### config.mk
export PLATFORM = sky130hd
export DESIGN_NAME = fetch_sequencer
export DESIGN_NICKNAME = d
export VERILOG_FILES = /design/src/rtl/proc_pkg.sv /design/src/rtl/fetch_timeout.sv /design/src/rtl/fetch_sequencer.sv
export SDC_FILE = /design/constraint.sdc
export NUM_CORES = 1
export LEC_CHECK = 0
export CORE_MARGIN = 1
export CORE_UTILIZATION = 49
export CTS_BUF_LIST = sky130_fd_sc_hd__clkbuf_4 sky130_fd_sc_hd__clkbuf_8
export CTS_CLUSTER_DIAMETER = 40
export DETAILED_ROUTE_END_ITERATION = 12
export PLACE_DENSITY = 0.86
export SYNTH_ARGS = -nofsm -noshare
export SYNTH_HDL_FRONTEND = slang
export SYNTH_HIERARCHICAL = 1
export SYNTH_SLANG_ARGS = --single-unit
export TNS_END_PERCENT = 10
### constraint.sdc
create_clock -name clock -period 1.7 [get_ports clock]
set_input_delay 0.425 -clock clock [delete_from_list [all_inputs] [get_ports clock]]
set_output_delay 0.425 -clock clock [all_outputs]
set_load 0.01 [all_outputs]
### src/rtl/proc_pkg.sv
// Shared processor definitions: instruction opcodes and the fetch sequencer state encoding.
package proc_pkg;

  localparam logic [3:0] OP_MV   = 4'b0000;
  localparam logic [3:0] OP_MVI  = 4'b0001;
  localparam logic [3:0] OP_ADD  = 4'b0010;
  localparam logic [3:0] OP_SUB  = 4'b0011;
  localparam logic [3:0] OP_LD   = 4'b0100;
  localparam logic [3:0] OP_ST   = 4'b0101;
  localparam logic [3:0] OP_MVNZ = 4'b0110;
  localparam logic [3:0] OP_SLT  = 4'b0111;
  localparam logic [3:0] OP_CMP  = 4'b1000;
  localparam logic [3:0] OP_PUSH = 4'b1001;
  localparam logic [3:0] OP_POP  = 4'b1010;
  localparam logic [3:0] OP_HALT = 4'b1111;

  typedef enum logic [2:0] {
    S_IDLE,
    S_FETCH,
    S_WAIT,
    S_IMM,
    S_IMM_WAIT,
    S_EXEC,
    S_HALT,
    S_FAULT
  } fetch_state_t;

  function automatic logic [3:0] opcode_of(input logic [9:0] instr);
    return instr[9:6];
  endfunction

endpackage

### src/rtl/fetch_timeout.sv
// EXEC watchdog: counts cycles spent waiting for done and flags the last permitted cycle.
module fetch_timeout #(
  parameter int TIMEOUT = 8
) (
  input  logic clock,
  input  logic resetn,
  input  logic clear,
  input  logic enable,
  output logic expired
);

  localparam int CNT_W = (TIMEOUT > 1) ? $clog2(TIMEOUT) : 1;
  localparam logic [CNT_W-1:0] LAST = CNT_W'(TIMEOUT - 1);

  logic [CNT_W-1:0] count;

  // NOTE: sequential state uses non-blocking assignments so every flop samples pre-edge values.
  always_ff @(posedge clock) begin
    if (!resetn) begin
      count <= '0;
    end else if (clear) begin
      count <= '0;
    end else if (enable && !expired) begin
      count <= count + 1'b1;
    end
  end

  assign expired = (count == LAST);

endmodule

### src/rtl/fetch_sequencer.sv
// Instruction-fetch front end: owns the PC, reads instruction/immediate words from a
// synchronous ROM and drives the run/done handshake with the control unit.
module fetch_sequencer
  import proc_pkg::*;
#(
  parameter int ADDR_W  = 7,
  parameter int TIMEOUT = 8
) (
  input  logic              clock,
  input  logic              resetn,
  input  logic              go,
  output logic [ADDR_W-1:0] mem_addr,
  input  logic [9:0]        mem_rdata,
  output logic [9:0]        ir,
  output logic [9:0]        din,
  output logic              run,
  input  logic              done,
  input  logic              pc_ld,
  input  logic [ADDR_W-1:0] pc_ld_data,
  output logic [ADDR_W-1:0] pc,
  output logic              halted,
  output logic              fault
);

  fetch_state_t      state;
  fetch_state_t      next_state;
  logic [ADDR_W-1:0] pc_next;
  logic              expired;
  logic              tmo_clear;
  logic              tmo_enable;

  assign tmo_clear  = (state != S_EXEC);
  assign tmo_enable = (state == S_EXEC) && !done;

  fetch_timeout #(
    .TIMEOUT(TIMEOUT)
  ) u_timeout (
    .clock  (clock),
    .resetn (resetn),
    .clear  (tmo_clear),
    .enable (tmo_enable),
    .expired(expired)
  );

  // The ROM registers its address at the edge that leaves FETCH/IMM, so mem_addr is
  // loaded on entry to those states with the PC value that will be current there.
  always_ff @(posedge clock) begin
    if (!resetn) begin
      state    <= S_IDLE;
      pc       <= '0;
      mem_addr <= '0;
      ir       <= '0;
      din      <= '0;
    end else begin
      state <= next_state;
      pc    <= pc_next;
      if (next_state == S_FETCH || next_state == S_IMM) mem_addr <= pc_next;
      if (state == S_WAIT) ir <= mem_rdata;
      if (state == S_IMM_WAIT) din <= mem_rdata;
    end
  end

  // NOTE: every combinational output gets a default first so no path can infer a latch.
  always_comb begin
    next_state = state;
    unique case (state)
      S_IDLE:     if (go) next_state = S_FETCH;
      S_FETCH:    next_state = S_WAIT;
      S_WAIT: begin
        if (opcode_of(mem_rdata) == OP_HALT)     next_state = S_HALT;
        else if (opcode_of(mem_rdata) == OP_MVI) next_state = S_IMM;
        else                                     next_state = S_EXEC;
      end
      S_IMM:      next_state = S_IMM_WAIT;
      S_IMM_WAIT: next_state = S_EXEC;
      S_EXEC: begin
        // done is checked first so a completion on the last allowed cycle is not a fault
        if (done)         next_state = go ? S_FETCH : S_IDLE;
        else if (expired) next_state = S_FAULT;
      end
      S_HALT, S_FAULT: next_state = state;
      default:         next_state = S_IDLE;
    endcase
  end

  // PC arithmetic wraps naturally at ADDR_W bits; a datapath load beats any increment.
  always_comb begin
    pc_next = pc;
    unique case (state)
      S_WAIT, S_IMM_WAIT: pc_next = pc + 1'b1;
      S_EXEC:             if (pc_ld) pc_next = pc_ld_data;
      default:            pc_next = pc;
    endcase
  end

  // Outputs decode the state register, so they change only at clock edges.
  always_comb begin
    run    = 1'b0;
    halted = 1'b0;
    fault  = 1'b0;
    unique case (state)
      S_EXEC:  run    = 1'b1;
      S_HALT:  halted = 1'b1;
      S_FAULT: fault  = 1'b1;
      default: ;
    endcase
  end

endmodule

==> impl_metrics.ini <==
[finish]
register_area_um2 = 814.5
num-fill-cells = 248
nets = 349
layout-drive-gt1-share = 0.2185
fin_area_um2 = 2995
syn_to_final_growth_pct = 48.24
n_antenna_cell = 0
multi_input_area_um2 = 1156

[power]
clock_power_share = 0.271
pwr-share-comb = 0.354
ir_worst_vdd_uv = 814.6
power.density_nw_per_um2 = 980.7
power.share.sequential = 0.375
switching_share = 0.3274
p_int_w = 0.001976
p_sw_w = 0.0009619
p_leak_nw = 1.198

[synth]
synth.avg_cell_area_um2 = 8.316
synth_top_area_frac = 0.3963
synth_edf_count = 0
synth_ff_type = dfxtp_1
synth_area_um2 = 2021
synth_warnings = 6
yosysTopAreaCell = dfxtp_1
ys_seq_area_frac = 0.3963
ys_top_cells_by_area = dfxtp_1 40%, a21oi_1 7.7%, nand2_1 6.9%
ys_seq_elements = 40
ys_types = 50
async_reset_ff_frac = 0
syn-num-nets = 268
syn_inst = 243

[die]
io_pins = 59
num_rows = 22
core-area_um2 = 3799
die-area_um2 = 4384
start_util = 0.5319
die_y_um = 66.22
die_w_um = 66.22

[sta]
rsz0062_at_grt = yes
tightestPinTransition_ps = 388.7
finalSetupViolations = 2
slew_viol_final = 0
fin_crit_sh = 1.005
fin_skew_ps = 9.863
fin_crit_ps = 1709
setup_tns_ps = -10.10
max-slew-margin-rel = 0.7406
finalHoldViolCount = 0
max_clock_freq_mhz = 585.2
setup_ws_ps = -8.799

[global_route]
grt_max_degree = 23
overflow = 0
grt_pass1_wl_mm = 9.156
track_usage = 0.2765
grt_pass1_vias = 2044
antenna_found_initial = 0

[outcome]
violations = negative setup slack
status = complete, but fails checks

[min_path]
hold_class = flop to flop

[drt]
ant_nets = 0
post_drt_wl_per_cell_um = 16.76
drt-vias-per-instance = 5.767
drc = 0
dr.pass1.iters = 5
first_iter_violations = 113
via_count = 2151
drt_wl_total_mm = 6.251

[clocking]
clock_sinks = 40
postCtsHoldBufs = 0
cts_max_level = 2
cts_tree = done
cts_buffers = 5
insertion_delay_ps = 300
path_clk_slew_ps = 90
cts-root-buf = clkbuf_8
cts_buffer_depth = 2

[placed_design]
place_hpwl_mm = 4.027
portBuffers = 58
place.gp.congestion = 0.9958
place_area_um2 = 2780

[setup_path]
crit_path_end_kind = flop
crit_required_ps = 1890
path_max_fanout = 13
start_kind = flop
arrival_ps = 1900
slowest_stage = dfxtp_4
critPathKind = flop to flop
crit_chain = buf_6, o21bai_2, a211oi_4, o211a_4, nor2_1, a21o_1
slowest_delay_ps = 380

[run]
cap_violations = 0
[worst max-delay path: cells and delay by family, from the launching register on]
family / cells / cell delay (ps)
compound gates: 4 / 990
buf+inv: 1 / 160
flops: 1 / 380
simple gates: 1 / 80
[cells in the mapped netlist (4+ instances only)]
library cell,instances
inv_1,4
buf_2,4
clkbuf_1,5
nand2b_1,8
xnor2_1,4
and3_1,8
dfxtp_1,40
o21ai_1,4
o21ai_0,15
a21o_1,4
a21oi_1,31
nand2_1,37
nor2_1,15
o22ai_1,4
nor3_1,4
[placed cells by master (no fill, tap or decap), drive strengths merged, types with 6 or more instances in the layout]
cell	synthesis	routed
and3	8	8
clkbuf	5	6
buf	11	31
nor2	17	17
clkdlybuf4s50	0	48
nand2	37	37
dfxtp	40	40
nand2b	10	10
o21ai	19	19
a21oi	33	33
[registers in the layout, indices dropped and copies added (netlist names)]
signal           flops
ir                  10
din                 10
pc                   7
state                3
mem_addr             7
u_timeout/count      3
[power groups by stage]
| stage | Sequential [W] | Combinational [W] | Clock, W |
|---|---|---|---|
| 6_report | 0.00110 | 0.00104 | 0.000796 |
| 5_1_grt | 0.00111 | 0.00111 | 0.000840 |
| 4_1_cts | 0.00110 | 0.000936 | 0.000796 |
| 3_5_place_dp | 0.00112 | 0.000911 | 0 |
| 3_3_place_gp | 0.00112 | 0.000899 | 0 |
| 2_1_floorplan | 0.00114 | 0.000527 | 0 |
[final timing paths]
kind / cells past startpoint / slack, ps / endpoint / from
worst max-delay path: 6 / -9 / mem_addr[0] / state[0]
worst min-delay path: 2 / 460 / ir[2] / ir[2]
worst max register to register: 6 / -9 / mem_addr[0] / state[0]
worst min register to register: 2 / 460 / ir[2] / ir[2]
[stage by stage]
| step | instances | setup slack (ps) | hold slack, ps | utilization | power [W] |
|---|---|---|---|---|---|
| 2_1_floorplan | 243 | 120.0 | 464.6 | - | 0.001669 |
| 3_3_place_gp | 363 | -274.1 | 441.7 | 0.7319 | 0.002018 |
| 3_5_place_dp | 363 | -313.4 | 447.1 | 0.7319 | 0.002033 |
| 4_1_cts | 372 | 0.6908 | 458.7 | 0.7658 | 0.002827 |
| 5_1_grt | 373 | -46.18 | 485.1 | 0.7885 | 0.003057 |
| 6_report | 373 | -8.799 | 458.8 | 0.7885 | 0.002937 |
[layout make-up]
cell class / instances / share of cell area
clock inverters: 3 / 0.01546
inverters: 5 / 0.007519
repair buffers: 89 / 0.2761
clock buffers: 5 / 0.02297
well taps: 48 / 0.02005
multi-input cells: 183 / 0.3860
flip-flops and latches: 40 / 0.2719
[metal layers]
layer / vias up / global-route usage / wire length (um) / part of all wire
met5: - / 0 / 0 / 0
met4: 0 / 0.1064 / 131 / 0.021
met3: 16 / 0.06897 / 479 / 0.077
met2: 114 / 0.4707 / 3052 / 0.49
met1: 997 / 0.3312 / 2588 / 0.41
li1: 1024 / - / - / -
[logic make-up (layout without fill, tap and decap cells)]
kind of cell	Yosys count	in the layout	share of synthesized area
simple gates	96	96	0.2545
compound gates	77	78	0.2415
flops	40	40	0.3963
buf+inv	21	102	0.06191
xor+xnor	4	4	0.01734
fa+ha+maj	3	3	0.01858
mux	2	2	0.009908
[what timing repair did]
| action | CTS | global route |
|---|---|---|
| pin swaps | 2 | 4 |
| setup buffers | 1 | 0 |
| hold endpoints to repair | 0 | 0 |
| gates resized for setup | 13 | 20 |
| setup endpoints to repair | 14 | 11 |
| cloned | 0 | 1 |
Note: power is estimated with default switching activity, not from simulation.
